`src/rtl/chacha_pkg.sv`:
```
// Shared constants and types for the ChaCha keystream consumer.
// Block width, default word width and request FSM encoding.
package chacha_pkg;

   localparam int CHACHA_BLK_W = 512;
   localparam int DATA_W_DEF   = 128;

   typedef enum logic {
      S_IDLE = 1'b0,
      S_WAIT = 1'b1
   } state_e;

   function automatic int segs_of(input int dw);
      return CHACHA_BLK_W / dw;
   endfunction

endpackage

```
`src/rtl/chacha_stream_xor_if.sv`:
```
// Stream and keystream handshake bundle for chacha_stream_xor.
// The slave side is the XOR block; master is its environment.
interface chacha_stream_xor_if
   import chacha_pkg::*;
#(
   parameter int DATA_W = DATA_W_DEF
);

   logic                    in_valid;
   logic                    in_ready;
   logic [DATA_W-1:0]       in_data;
   logic                    in_last;
   logic                    out_valid;
   logic                    out_ready;
   logic [DATA_W-1:0]       out_data;
   logic                    out_last;
   logic                    ks_req;
   logic                    ks_valid;
   logic [CHACHA_BLK_W-1:0] ks_data;

   modport master (
      output in_valid, in_data, in_last,
      output out_ready,
      output ks_valid, ks_data,
      input  in_ready,
      input  out_valid, out_data, out_last,
      input  ks_req
   );

   modport slave (
      input  in_valid, in_data, in_last,
      input  out_ready,
      input  ks_valid, ks_data,
      output in_ready,
      output out_valid, out_data, out_last,
      output ks_req
   );

endinterface

```
`src/rtl/chacha_ks_buffer.sv`:
```
// Two-entry FIFO of keystream blocks with push, pop and flush.
// Flush wins over a same-cycle push so a late block never outlives its message.
module chacha_ks_buffer
   import chacha_pkg::*;
(
   input  logic                    clk,
   input  logic                    rst,
   input  logic                    push,
   input  logic                    pop,
   input  logic                    flush,
   input  logic [CHACHA_BLK_W-1:0] wdata,
   output logic [CHACHA_BLK_W-1:0] head,
   output logic [1:0]              count
);

   logic [CHACHA_BLK_W-1:0] mem_q [2];
   logic [CHACHA_BLK_W-1:0] mem_d [2];
   logic                    wr_ptr_q, wr_ptr_d;
   logic                    rd_ptr_q, rd_ptr_d;
   logic [1:0]              cnt_q, cnt_d;
   logic                    do_push, do_pop;

   always_comb begin
      do_pop   = pop && (cnt_q != 2'd0);
      do_push  = push && ((cnt_q != 2'd2) || do_pop);
      mem_d    = mem_q;
      wr_ptr_d = wr_ptr_q;
      rd_ptr_d = rd_ptr_q;
      cnt_d    = cnt_q;
      if (flush) begin
         wr_ptr_d = 1'b0;
         rd_ptr_d = 1'b0;
         cnt_d    = 2'd0;
      end else begin
         if (do_push) begin
            mem_d[wr_ptr_q] = wdata;
            wr_ptr_d        = ~wr_ptr_q;
         end
         if (do_pop) rd_ptr_d = ~rd_ptr_q;
         cnt_d = cnt_q + {1'b0, do_push} - {1'b0, do_pop};
      end
   end

   always_ff @(posedge clk) begin
      if (rst) begin
         wr_ptr_q <= 1'b0;
         rd_ptr_q <= 1'b0;
         cnt_q    <= 2'd0;
      end else begin
         wr_ptr_q <= wr_ptr_d;
         rd_ptr_q <= rd_ptr_d;
         cnt_q    <= cnt_d;
      end
   end

   always_ff @(posedge clk) begin
      mem_q <= mem_d;
   end

   assign head  = mem_q[rd_ptr_q];
   assign count = cnt_q;

endmodule

```
`src/rtl/chacha_stream_xor.sv`:
```
// Keystream consumer: prefetches ChaCha blocks and XORs them,
// segment by segment, onto a valid/ready message stream.
module chacha_stream_xor
   import chacha_pkg::*;
#(
   parameter int DATA_W     = DATA_W_DEF,
   parameter int KS_TIMEOUT = 256
) (
   input  logic                clk,
   input  logic                rst,
   input  logic                start,
   chacha_stream_xor_if.slave  io,
   output logic                busy,
   output logic [31:0]         blk_count,
   output logic                ks_timeout,
   output logic                ks_unexp
);

   localparam int SEGS = segs_of(DATA_W);
   localparam int SW   = $clog2(SEGS);
   localparam int CW   = $clog2(KS_TIMEOUT + 1);
   localparam logic [CW-1:0] KS_LIM = CW'(KS_TIMEOUT);

   state_e              state_q, state_d;
   logic                active_q, active_d;
   logic                drop_q, drop_d;
   logic [SW-1:0]       seg_idx_q, seg_idx_d;
   logic [31:0]         blk_count_q, blk_count_d;
   logic [CW-1:0]       wait_cnt_q, wait_cnt_d;
   logic                out_valid_q, out_valid_d;
   logic [DATA_W-1:0]   out_data_q, out_data_d;
   logic                out_last_q, out_last_d;
   logic                timeout_q, timeout_d;
   logic                unexp_q, unexp_d;

   logic [CHACHA_BLK_W-1:0] head;
   logic [1:0]              buf_cnt;
   logic [DATA_W-1:0]       seg;
   logic in_rdy, acc, last_acc, seg_end, pop;
   logic start_acc, flush, req_ok;
   logic ks_req, fill, unexp_ev;

   assign busy      = active_q | (state_q == S_WAIT) | out_valid_q;
   assign start_acc = start & ~busy;
   assign in_rdy    = active_q & (buf_cnt != 2'd0)
                    & (~out_valid_q | io.out_ready);
   assign acc       = io.in_valid & in_rdy;
   assign last_acc  = acc & io.in_last;
   assign seg_end   = seg_idx_q == SW'(SEGS - 1);
   assign pop       = acc & (seg_end | io.in_last);
   assign flush     = start_acc | last_acc;
   // No new request on the closing beat: its block could never be used.
   assign req_ok    = active_q & ~last_acc & (buf_cnt != 2'd2);

   always_comb begin
      seg = '0;
      for (int k = 0; k < SEGS; k++) begin
         if (seg_idx_q == SW'(k)) seg = head[DATA_W*k +: DATA_W];
      end
   end

   chacha_ks_buffer u_buf (
      .clk   (clk),
      .rst   (rst),
      .push  (fill),
      .pop   (pop),
      .flush (flush),
      .wdata (io.ks_data),
      .head  (head),
      .count (buf_cnt)
   );

   always_ff @(posedge clk) begin
      if (rst) state_q <= S_IDLE;
      else     state_q <= state_d;
   end

   always_comb begin
      state_d = state_q;
      unique case (state_q)
         S_IDLE: if (req_ok) state_d = S_WAIT;
         S_WAIT: if (io.ks_valid) state_d = S_IDLE;
      endcase
   end

   always_comb begin
      ks_req   = (state_q == S_IDLE) & req_ok;
      fill     = (state_q == S_WAIT) & io.ks_valid & ~drop_q & ~flush;
      unexp_ev = (state_q == S_IDLE) & io.ks_valid;
   end

   always_comb begin
      active_d    = active_q;
      drop_d      = drop_q;
      seg_idx_d   = seg_idx_q;
      blk_count_d = blk_count_q;
      wait_cnt_d  = wait_cnt_q;
      out_valid_d = out_valid_q;
      out_data_d  = out_data_q;
      out_last_d  = out_last_q;
      timeout_d   = timeout_q;
      unexp_d     = unexp_q;
      if (start_acc)     active_d = 1'b1;
      else if (last_acc) active_d = 1'b0;
      if (flush)         seg_idx_d = '0;
      else if (acc)      seg_idx_d = seg_end ? '0 : seg_idx_q + 1'b1;
      if (start_acc)     blk_count_d = '0;
      else if (pop)      blk_count_d = blk_count_q + 32'd1;
      if (state_q == S_WAIT && io.ks_valid) drop_d = 1'b0;
      else if (state_q == S_WAIT && last_acc) drop_d = 1'b1;
      if (ks_req) wait_cnt_d = '0;
      else if (state_q == S_WAIT && wait_cnt_q != KS_LIM)
         wait_cnt_d = wait_cnt_q + 1'b1;
      if (acc) begin
         out_valid_d = 1'b1;
         out_data_d  = io.in_data ^ seg;
         out_last_d  = io.in_last;
      end else if (io.out_ready) begin
         out_valid_d = 1'b0;
      end
      if (start_acc) begin
         timeout_d = 1'b0;
         unexp_d   = 1'b0;
      end else begin
         timeout_d = timeout_q
                   | ((state_q == S_WAIT) && (wait_cnt_q == KS_LIM));
         unexp_d   = unexp_q | unexp_ev;
      end
   end

   always_ff @(posedge clk) begin
      if (rst) begin
         active_q    <= 1'b0;
         drop_q      <= 1'b0;
         seg_idx_q   <= '0;
         blk_count_q <= '0;
         wait_cnt_q  <= '0;
         out_valid_q <= 1'b0;
         out_data_q  <= '0;
         out_last_q  <= 1'b0;
         timeout_q   <= 1'b0;
         unexp_q     <= 1'b0;
      end else begin
         active_q    <= active_d;
         drop_q      <= drop_d;
         seg_idx_q   <= seg_idx_d;
         blk_count_q <= blk_count_d;
         wait_cnt_q  <= wait_cnt_d;
         out_valid_q <= out_valid_d;
         out_data_q  <= out_data_d;
         out_last_q  <= out_last_d;
         timeout_q   <= timeout_d;
         unexp_q     <= unexp_d;
      end
   end

   assign io.in_ready  = in_rdy;
   assign io.out_valid = out_valid_q;
   assign io.out_data  = out_data_q;
   assign io.out_last  = out_last_q;
   assign io.ks_req    = ks_req;
   assign blk_count    = blk_count_q;
   assign ks_timeout   = timeout_q;
   assign ks_unexp     = unexp_q;

endmodule
```
`src/flat_wrapper.sv`:
```
// flat-port wrapper written by rule: the top's interface ports become plain ports
module chacha_stream_xor_flat import chacha_pkg::*;
#(
   parameter int DATA_W     = DATA_W_DEF,
   parameter int KS_TIMEOUT = 256
)
  (clk, rst, start, busy, blk_count, ks_timeout, ks_unexp, io_in_valid, io_in_data, io_in_last, io_out_ready, io_ks_valid, io_ks_data, io_in_ready, io_out_valid, io_out_data, io_out_last, io_ks_req);
  chacha_stream_xor_if #(.DATA_W(DATA_W)) io_i ();
  input  logic clk;
  input  logic rst;
  input  logic start;
  output logic busy;
  output logic [31:0] blk_count;
  output logic ks_timeout;
  output logic ks_unexp;
  input wire logic [$bits(io_i.in_valid)-1:0] io_in_valid;
  input wire logic [$bits(io_i.in_data)-1:0] io_in_data;
  input wire logic [$bits(io_i.in_last)-1:0] io_in_last;
  input wire logic [$bits(io_i.out_ready)-1:0] io_out_ready;
  input wire logic [$bits(io_i.ks_valid)-1:0] io_ks_valid;
  input wire logic [$bits(io_i.ks_data)-1:0] io_ks_data;
  output wire logic [$bits(io_i.in_ready)-1:0] io_in_ready;
  output wire logic [$bits(io_i.out_valid)-1:0] io_out_valid;
  output wire logic [$bits(io_i.out_data)-1:0] io_out_data;
  output wire logic [$bits(io_i.out_last)-1:0] io_out_last;
  output wire logic [$bits(io_i.ks_req)-1:0] io_ks_req;
  assign io_i.in_valid = io_in_valid;
  assign io_i.in_data = io_in_data;
  assign io_i.in_last = io_in_last;
  assign io_i.out_ready = io_out_ready;
  assign io_i.ks_valid = io_ks_valid;
  assign io_i.ks_data = io_ks_data;
  assign io_in_ready = io_i.in_ready;
  assign io_out_valid = io_i.out_valid;
  assign io_out_data = io_i.out_data;
  assign io_out_last = io_i.out_last;
  assign io_ks_req = io_i.ks_req;
  chacha_stream_xor #(.DATA_W(DATA_W), .KS_TIMEOUT(KS_TIMEOUT)) u_core (.clk(clk), .rst(rst), .start(start), .io(io_i), .busy(busy), .blk_count(blk_count), .ks_timeout(ks_timeout), .ks_unexp(ks_unexp));
endmodule
```
`config.mk`:
```
export PLATFORM = sky130hd
export DESIGN_NAME = chacha_stream_xor_flat
export DESIGN_NICKNAME = d
export VERILOG_FILES = /design/src/rtl/chacha_pkg.sv /design/src/rtl/chacha_stream_xor_if.sv /design/src/rtl/chacha_ks_buffer.sv /design/src/rtl/chacha_stream_xor.sv /design/src/flat_wrapper.sv
export SDC_FILE = /design/constraint.sdc
export NUM_CORES = 1
export LEC_CHECK = 0
export CAP_MARGIN = 30
export CORE_MARGIN = 3
export CORE_UTILIZATION = 50
export CTS_BUF_LIST = sky130_fd_sc_hd__clkbuf_4 sky130_fd_sc_hd__clkbuf_8
export CTS_CLUSTER_DIAMETER = 50
export DETAILED_ROUTE_END_ITERATION = 16
export GPL_ROUTABILITY_DRIVEN = 0
export HOLD_SLACK_MARGIN = 0.12
export PLACE_DENSITY = 0.79
export SKIP_CTS_REPAIR_TIMING = 1
export SLEW_MARGIN = 20
export SYNTH_ARGS = -nofsm -noshare
export SYNTH_HDL_FRONTEND = slang
export SYNTH_HIERARCHICAL = 1
export SYNTH_SLANG_ARGS = --single-unit
```
`constraint.sdc`:
```
create_clock -name clk -period 41.6 [get_ports clk]
set_clock_uncertainty 0.2 [all_clocks]
set_input_delay 4.16 -clock clk [delete_from_list [all_inputs] [get_ports clk]]
set_output_delay 4.16 -clock clk [all_outputs]
set_load 0.005 [all_outputs]
```
**Word-level counts from Yosys, hierarchy flattened**

Index checks and enable logic that the tools add are counted.

- Word-level logic and storage cells: 96
- Register bits: 1,206
- Input port bits: 647
- Output and inout bits: 167

- Reduce and logical (&&, ||, !) cells: 17
- Bitwise operators: 31
- $add $sub $neg: 5
- Equal/unequal tests: 6
- $lt $le $gt $ge: 3
- Mux-type cells: 18

Operators by type and width:

| operator | count |
|---|---|
| two-way mux 512 bit | 4 |
| bitwise mux 1024 bit | 1 |
| demux 512 bit (select 1 bit) | 1 |
| two-way mux 128 bit | 4 |
| bitwise XOR 128 bit | 1 |
| adder 32 x 1 -> 32 bit, second input constant | 1 |
| AND 1 bit | 13 |
| adder 9 x 1 -> 9 bit, second input constant | 1 |
| == test 9 bit, second input constant | 1 |
| inequality test 9 bit, second input constant | 1 |
| NOT 1 bit | 8 |
| OR reduction 2 bit | 4 |
| logical AND 1 bit | 7 |
| OR 1 bit | 7 |
| two-way mux 1 bit | 6 |
| nonzero test 2 bit | 3 |
| == test 2 bit, second input constant | 2 |
| greater-or-equal comparator 2 bit, second input constant | 2 |
| NOT 1 -> 2 bit | 2 |
| adder 2 x 1 -> 2 bit | 1 |
| adder 2 x 1 -> 2 bit, second input constant | 1 |
| == test 2 x 1 -> 1 bit, second input constant | 1 |
| logical NOT 2 bit | 1 |
| less-than comparator 2 x 1 -> 1 bit, second input constant | 1 |
| other kinds (6) | 6 |

**Longest topological paths before layout**

- Depth in word-level cells: 11
- Gate-level depth with buffers: 11
- Depth with buffers taken out: 11

**Modules after synthesis**

Netlist, hierarchy kept.

By module, submodules not included:

| module | area each (µm²) | cells an instance | times used |
|---|---|---|---|
| chacha_ks_buffer | 37,354.6 | 1,615 | 1 |
| chacha_stream_xor | 10,059.6 | 1,267 | 1 |

**Worst setup path after synthesis**

OpenSTA, ideal clock, no wires.

- Path type: input to register
- From: input io_out_ready
- To: register u_core/u_buf/mem_q[0] (netlist bit) (enable)
- Stages: 6
- Library setup time: 2.120 ns
- Arrival time: 42.114 ns
- Required time: 39.280 ns
- Slack: -2.834 ns
- Cells stage by stage: nor2b_4 > nand4bb_1 > nand2_1 > nor3_1 > o31ai_4 > nor3b_1

- Word-level cells in the longest chain between the ends: 9

RTL lines:

| element | RTL line | RTL |
|---|---|---|
| start, declared | flat_wrapper.sv:19 | `input wire logic [$bits(io_i.out_ready)-1:0] io_out_ready;` |
| OR 1 bit | chacha_stream_xor.sv:46 | `& (~out_valid_q \| io.out_ready);` |
| AND 1 bit | chacha_stream_xor.sv:46 |  |
| AND 1 bit | chacha_stream_xor.sv:47 | `assign acc = io.in_valid & in_rdy;` |
| AND 1 bit | chacha_stream_xor.sv:48 | `assign last_acc = acc & io.in_last;` |
| OR 1 bit | chacha_stream_xor.sv:51 | `assign flush = start_acc \| last_acc;` |
| named net u_core.flush | chacha_stream_xor.sv:40 | `logic start_acc, flush, req_ok;` |
| NOT 1 bit | chacha_stream_xor.sv:88 | `fill = (state_q == S_WAIT) & io.ks_valid & ~drop_q & ~flush;` |
| AND 1 bit | chacha_stream_xor.sv:88 |  |
| named net u_core.fill | chacha_stream_xor.sv:41 | `logic ks_req, fill, unexp_ev;` |
| logical AND 1 bit | chacha_ks_buffer.sv:25 | `do_push = push && ((cnt_q != 2'd2) \|\| do_pop);` |
| AND reduction 2 bit (no source line) | - |  |
| end signal, assigned | chacha_ks_buffer.sv:57 | `mem_q <= mem_d;` |
| end, declared | chacha_ks_buffer.sv:16 | `logic [CHACHA_BLK_W-1:0] mem_q [2];` |

The timed path passes the listed nets, and every way through them passes these cells.
A chain may end at the register's enable or synchronous reset.

**Worst setup path in the final report**

- From: input io_out_ready
- To: output io_ks_req

- Word-level cells in the longest chain between the ends: 8

RTL lines:

| element | RTL line | RTL |
|---|---|---|
| OR 1 bit | chacha_stream_xor.sv:46 |  |
| AND 1 bit | chacha_stream_xor.sv:46 |  |
| AND 1 bit | chacha_stream_xor.sv:47 |  |
| AND 1 bit | chacha_stream_xor.sv:48 |  |
| NOT 1 bit | chacha_stream_xor.sv:53 | `assign req_ok = active_q & ~last_acc & (buf_cnt != 2'd2);` |
| AND 1 bit (2 in a row) | chacha_stream_xor.sv:53 |  |
| AND 1 bit | chacha_stream_xor.sv:87 | `ks_req = (state_q == S_IDLE) & req_ok;` |
| end, declared | flat_wrapper.sv:26 | `output wire logic [$bits(io_i.ks_req)-1:0] io_ks_req;` |

Every way passes these cells.

==> key figures <==
Timing
  – Final min period: 10.35 ns
  – Slew HR: 25.6%
  – Final hold violation count: 0
  – Setup violations, final: 0
  – Number of max-slew violations in the final report: 0
  – Period Utilization, post-route: 24.9%
  – Worst Max-Slew Pin Slew: 1.12 ns
  – Highest clock rate: 96.6 MHz
  – RSZ-0062 raised after global routing: no
  – TNS Setup: 0 ns

Layout
  – Final-layout fill cell count: 6,564
  – Top library cells by usage in the layout, fill and taps aside: 1,024 x edfxtp_1, 813 x clkdlybuf4s50_1, 512 x mux2_2
  – Share of cells above drive strength 1: 22.4%
  – Net total in the final layout: 4,417
  – Most common cell after layout, fill and taps aside: edfxtp_1
  – Area growth from synthesis to layout: 27.5%

Synthesis
  – Count of mapped cells out of synthesis: 2,882
  – Part of the Yosys area used for sequential elements: 72.5%
  – Flop and latch count out of synthesis: 1,206
  – Mapped Nets: 3,538
  – Count of warnings emitted by yosys: 6
  – Syn Area/Cell: 16.5 sq um
  – Syn Std Cell Area: 47,400 sq um
  – Share of flip-flops with an asynchronous set or reset: 0%
  – Leading register cell type out of synthesis: edfxtp_1
  – Count of cell types in the netlist: 45
  – EDFF count, synth: 1,024

Routing
  – Iter 0 DRT Violations: 2,746
  – Vias: 28.4k
  – Vias per std cell: 5.44
  – Routed wire length per instance: 23.6 um
  – Total detailed-routing wirelength: 123 mm
  – DRC violation count after routing: 0
  – Detailed Routing Iterations Pass 1: 5
  – Final antenna-violating net count: 0

Setup path
  – Flop-to-flop setup slack: 35.22 ns
  – Crit path arrival time: 5.99 ns
  – Worst path most repeated cell: clkdlybuf4s50_1
  – Setup Crit Path Kind: input pin to output port
  – CP Buf/Inv Count: 3
  – Longest individual stage delay on the worst path: 0.51 ns
  – Destination of the worst register-to-register timing path: u_core/u_buf/mem_q[537]
  – Required time of the critical path: 37.24 ns
  – Reg2reg start: u_core/seg_idx_q[0]
  – Critical path peak fanout: 6
  – Delay-heaviest family, CP: buffers and inverters
  – Startpoint Class: input pin
  – Highest-delay cell along the critical path: clkdlybuf4s50_1
  – Critical-path cell list: clkdlybuf4s50_1, nor2b_4, nand4bb_1, o2111ai_1, inv_1, clkdlybuf4s50_1
  – Kind of end point of the critical path: output port
  – Logic depth of the worst register-to-register path: 10

Min path
  – Class of the tightest hold or removal check: flip-flop to flip-flop
  – HP Start: u_core/io.out_data[84]
  – Destination of the worst hold path: u_core/io.out_data[84]
  – Hold Path Stages: 2

Clock tree
  – Clock Tree Buf Depth: 3
  – Clock tree from TritonCTS: yes
  – Deepest level of the CTS H-tree: 4
  – Total CTS buffers: 189
  – Worst-Skew Late Latency: 0.85 ns
  – Clock-pin transition on the worst setup and hold timing paths: 0.06 ns
  – Clock Sinks: 1,206
  – Root Buffer: clkbuf_8

Run
  – Max-cap violation count: 0

Global route
  – Vias in the first global route: 29.5k
  – Pin count of the biggest net entering global routing: 164
  – Overall Global Routing Usage: 24.3%
  – Sum of overflow across all layers after global routing: 0
  – Initial antenna violation count: 57
  – Global-route wire length before repair: 178 mm

Die
  – Core area: 93,600 sq um
  – Starting Density: 50.7%
  – X dimension of the die: 314 um
  – Area of the die: 98,600 sq um
  – Site Rows: 112
  – Die boundary height: 314 um
  – Number of top-level design ports: 814

Power
  – Max IR drop VDD: 0.0384 mV
  – Overall power after layout: 0.00242 W
  – Lkg Pwr: 19.9 nW
  – Areal power density over the cells: 40.0 nW/um^2

Run status
  – Status: completed

Placed design
  – Detail Placement HPWL: 81.2 mm
  – Port bufs: 813
==> flip-flops by register name, indices dropped and copies added (netlist names), 2 cells and up <==
name and cells:
u_core/u_buf/mem_q 1024, u_core/io.out_data 128, u_core/blk_count 32, u_core/wait_cnt_q 9, u_core/seg_idx_q 2, u_core/u_buf/count 2
==> metrics by stage <==
step	worst slack [ns]	hold WS, ns	std cells	instance area [sq um]	utilization [%]
after floorplan	15.46	0.242	2882	47400	-
after global placement	30.78	0.231	4816	56300	60.2
after detailed placement	30.73	0.237	4817	56400	60.2
after CTS	31.25	0.245	5166	60100	64.2
after global routing	31.15	0.261	5213	60400	64.5
final	31.25	0.242	5221	60400	64.6
==> cells by family after synthesis <==
kind of cell / after synthesis / synth area share [%]
buf+inv: 178 / 2.53
compound gates: 529 / 6.65
mux: 514 / 12.2
xor+xnor: 170 / 3.14
fa+ha+maj: 9 / 0.238
flops: 1206 / 72.5
simple gates: 276 / 2.70
==> cell type report <==
class / count / area, sq um / area share, %
inverters: 12 / 50.0 / 0.0828
clock inverters: 82 / 505 / 0.836
multi-input cells: 1498 / 11900 / 19.7
repair buffers: 854 / 8630 / 14.3
well taps: 1254 / 1570 / 2.60
flip-flops and latches: 1206 / 34400 / 56.9
clock buffers: 267 / 3270 / 5.42
diodes: 48 / 120 / 0.199
==> report_power, final <==
group          switching [W]  leakage [nW]  internal (W)
Sequential        0.00000308          10.7       0.00132
Combinational      0.0000397          7.15     0.0000698
Clock               0.000458          2.01      0.000525
Total               0.000501          19.9       0.00192
==> how the worst max path moves through the flow <==
stage	start	endpoint	slack (ns)	cells past startpoint
global placement	io_out_ready	u_core/u_buf/mem_q[671]	30.78	12
floorplan	io_out_ready	u_core/u_buf/mem_q[1000]	15.46	6
finish	io_out_ready	io_ks_req	31.25	6
global route	io_out_ready	io_ks_req	31.15	6
detailed placement	io_out_ready	u_core/u_buf/mem_q[664]	30.73	12
CTS	io_out_ready	io_ks_req	31.25	6
==> per-layer routing <==
metal | track usage [%] | up-vias | part of all wire (%)
li1 | - | 13000 | -
met1 | 28.3 | 14100 | 38
met2 | 41.4 | 1149 | 52
met3 | 6.70 | 214 | 7.3
met4 | 11.9 | 16 | 3.3
met5 | 0 | - | 0.093
==> synth_stat cells, types with 2 or more instances <==
cell type / number / area (sq um)
edfxtp_1: 1024 / 30700
mux2_2: 512 / 5770
dfxtp_1: 182 / 3640
nand2_1: 144 / 541
a21oi_1: 138 / 691
xnor2_1: 135 / 1180
a22oi_1: 127 / 953
o22ai_1: 127 / 795
o21ai_1: 121 / 606
buf_6: 67 / 754
clkbuf_1: 67 / 251
nor2_1: 53 / 199
xor2_1: 35 / 307
buf_2: 20 / 100
nand4_1: 18 / 113
nand3_1: 16 / 80.1
inv_1: 12 / 45.0
buf_1: 11 / 41.3
ha_1: 9 / 113
nor3_1: 9 / 45.0
o21ai_0: 9 / 45.0
and3_1: 7 / 43.8
and4_1: 5 / 43.8
nand2b_1: 5 / 31.3
and2_1: 3 / 18.8
a31oi_1: 2 / 12.5
mux2i_1: 2 / 20.0
nor3b_1: 2 / 15.0
nor4_4: 2 / 42.5
nor4b_1: 2 / 17.5
o21a_1: 2 / 15.0
==> worst min-delay path: stages (launching register included) <==
cell and delay, ns:
dfxtp_1 0.31, nand2_1 0.05, o21ai_1 0.05
Note: power is estimated with default switching activity, not from simulation.
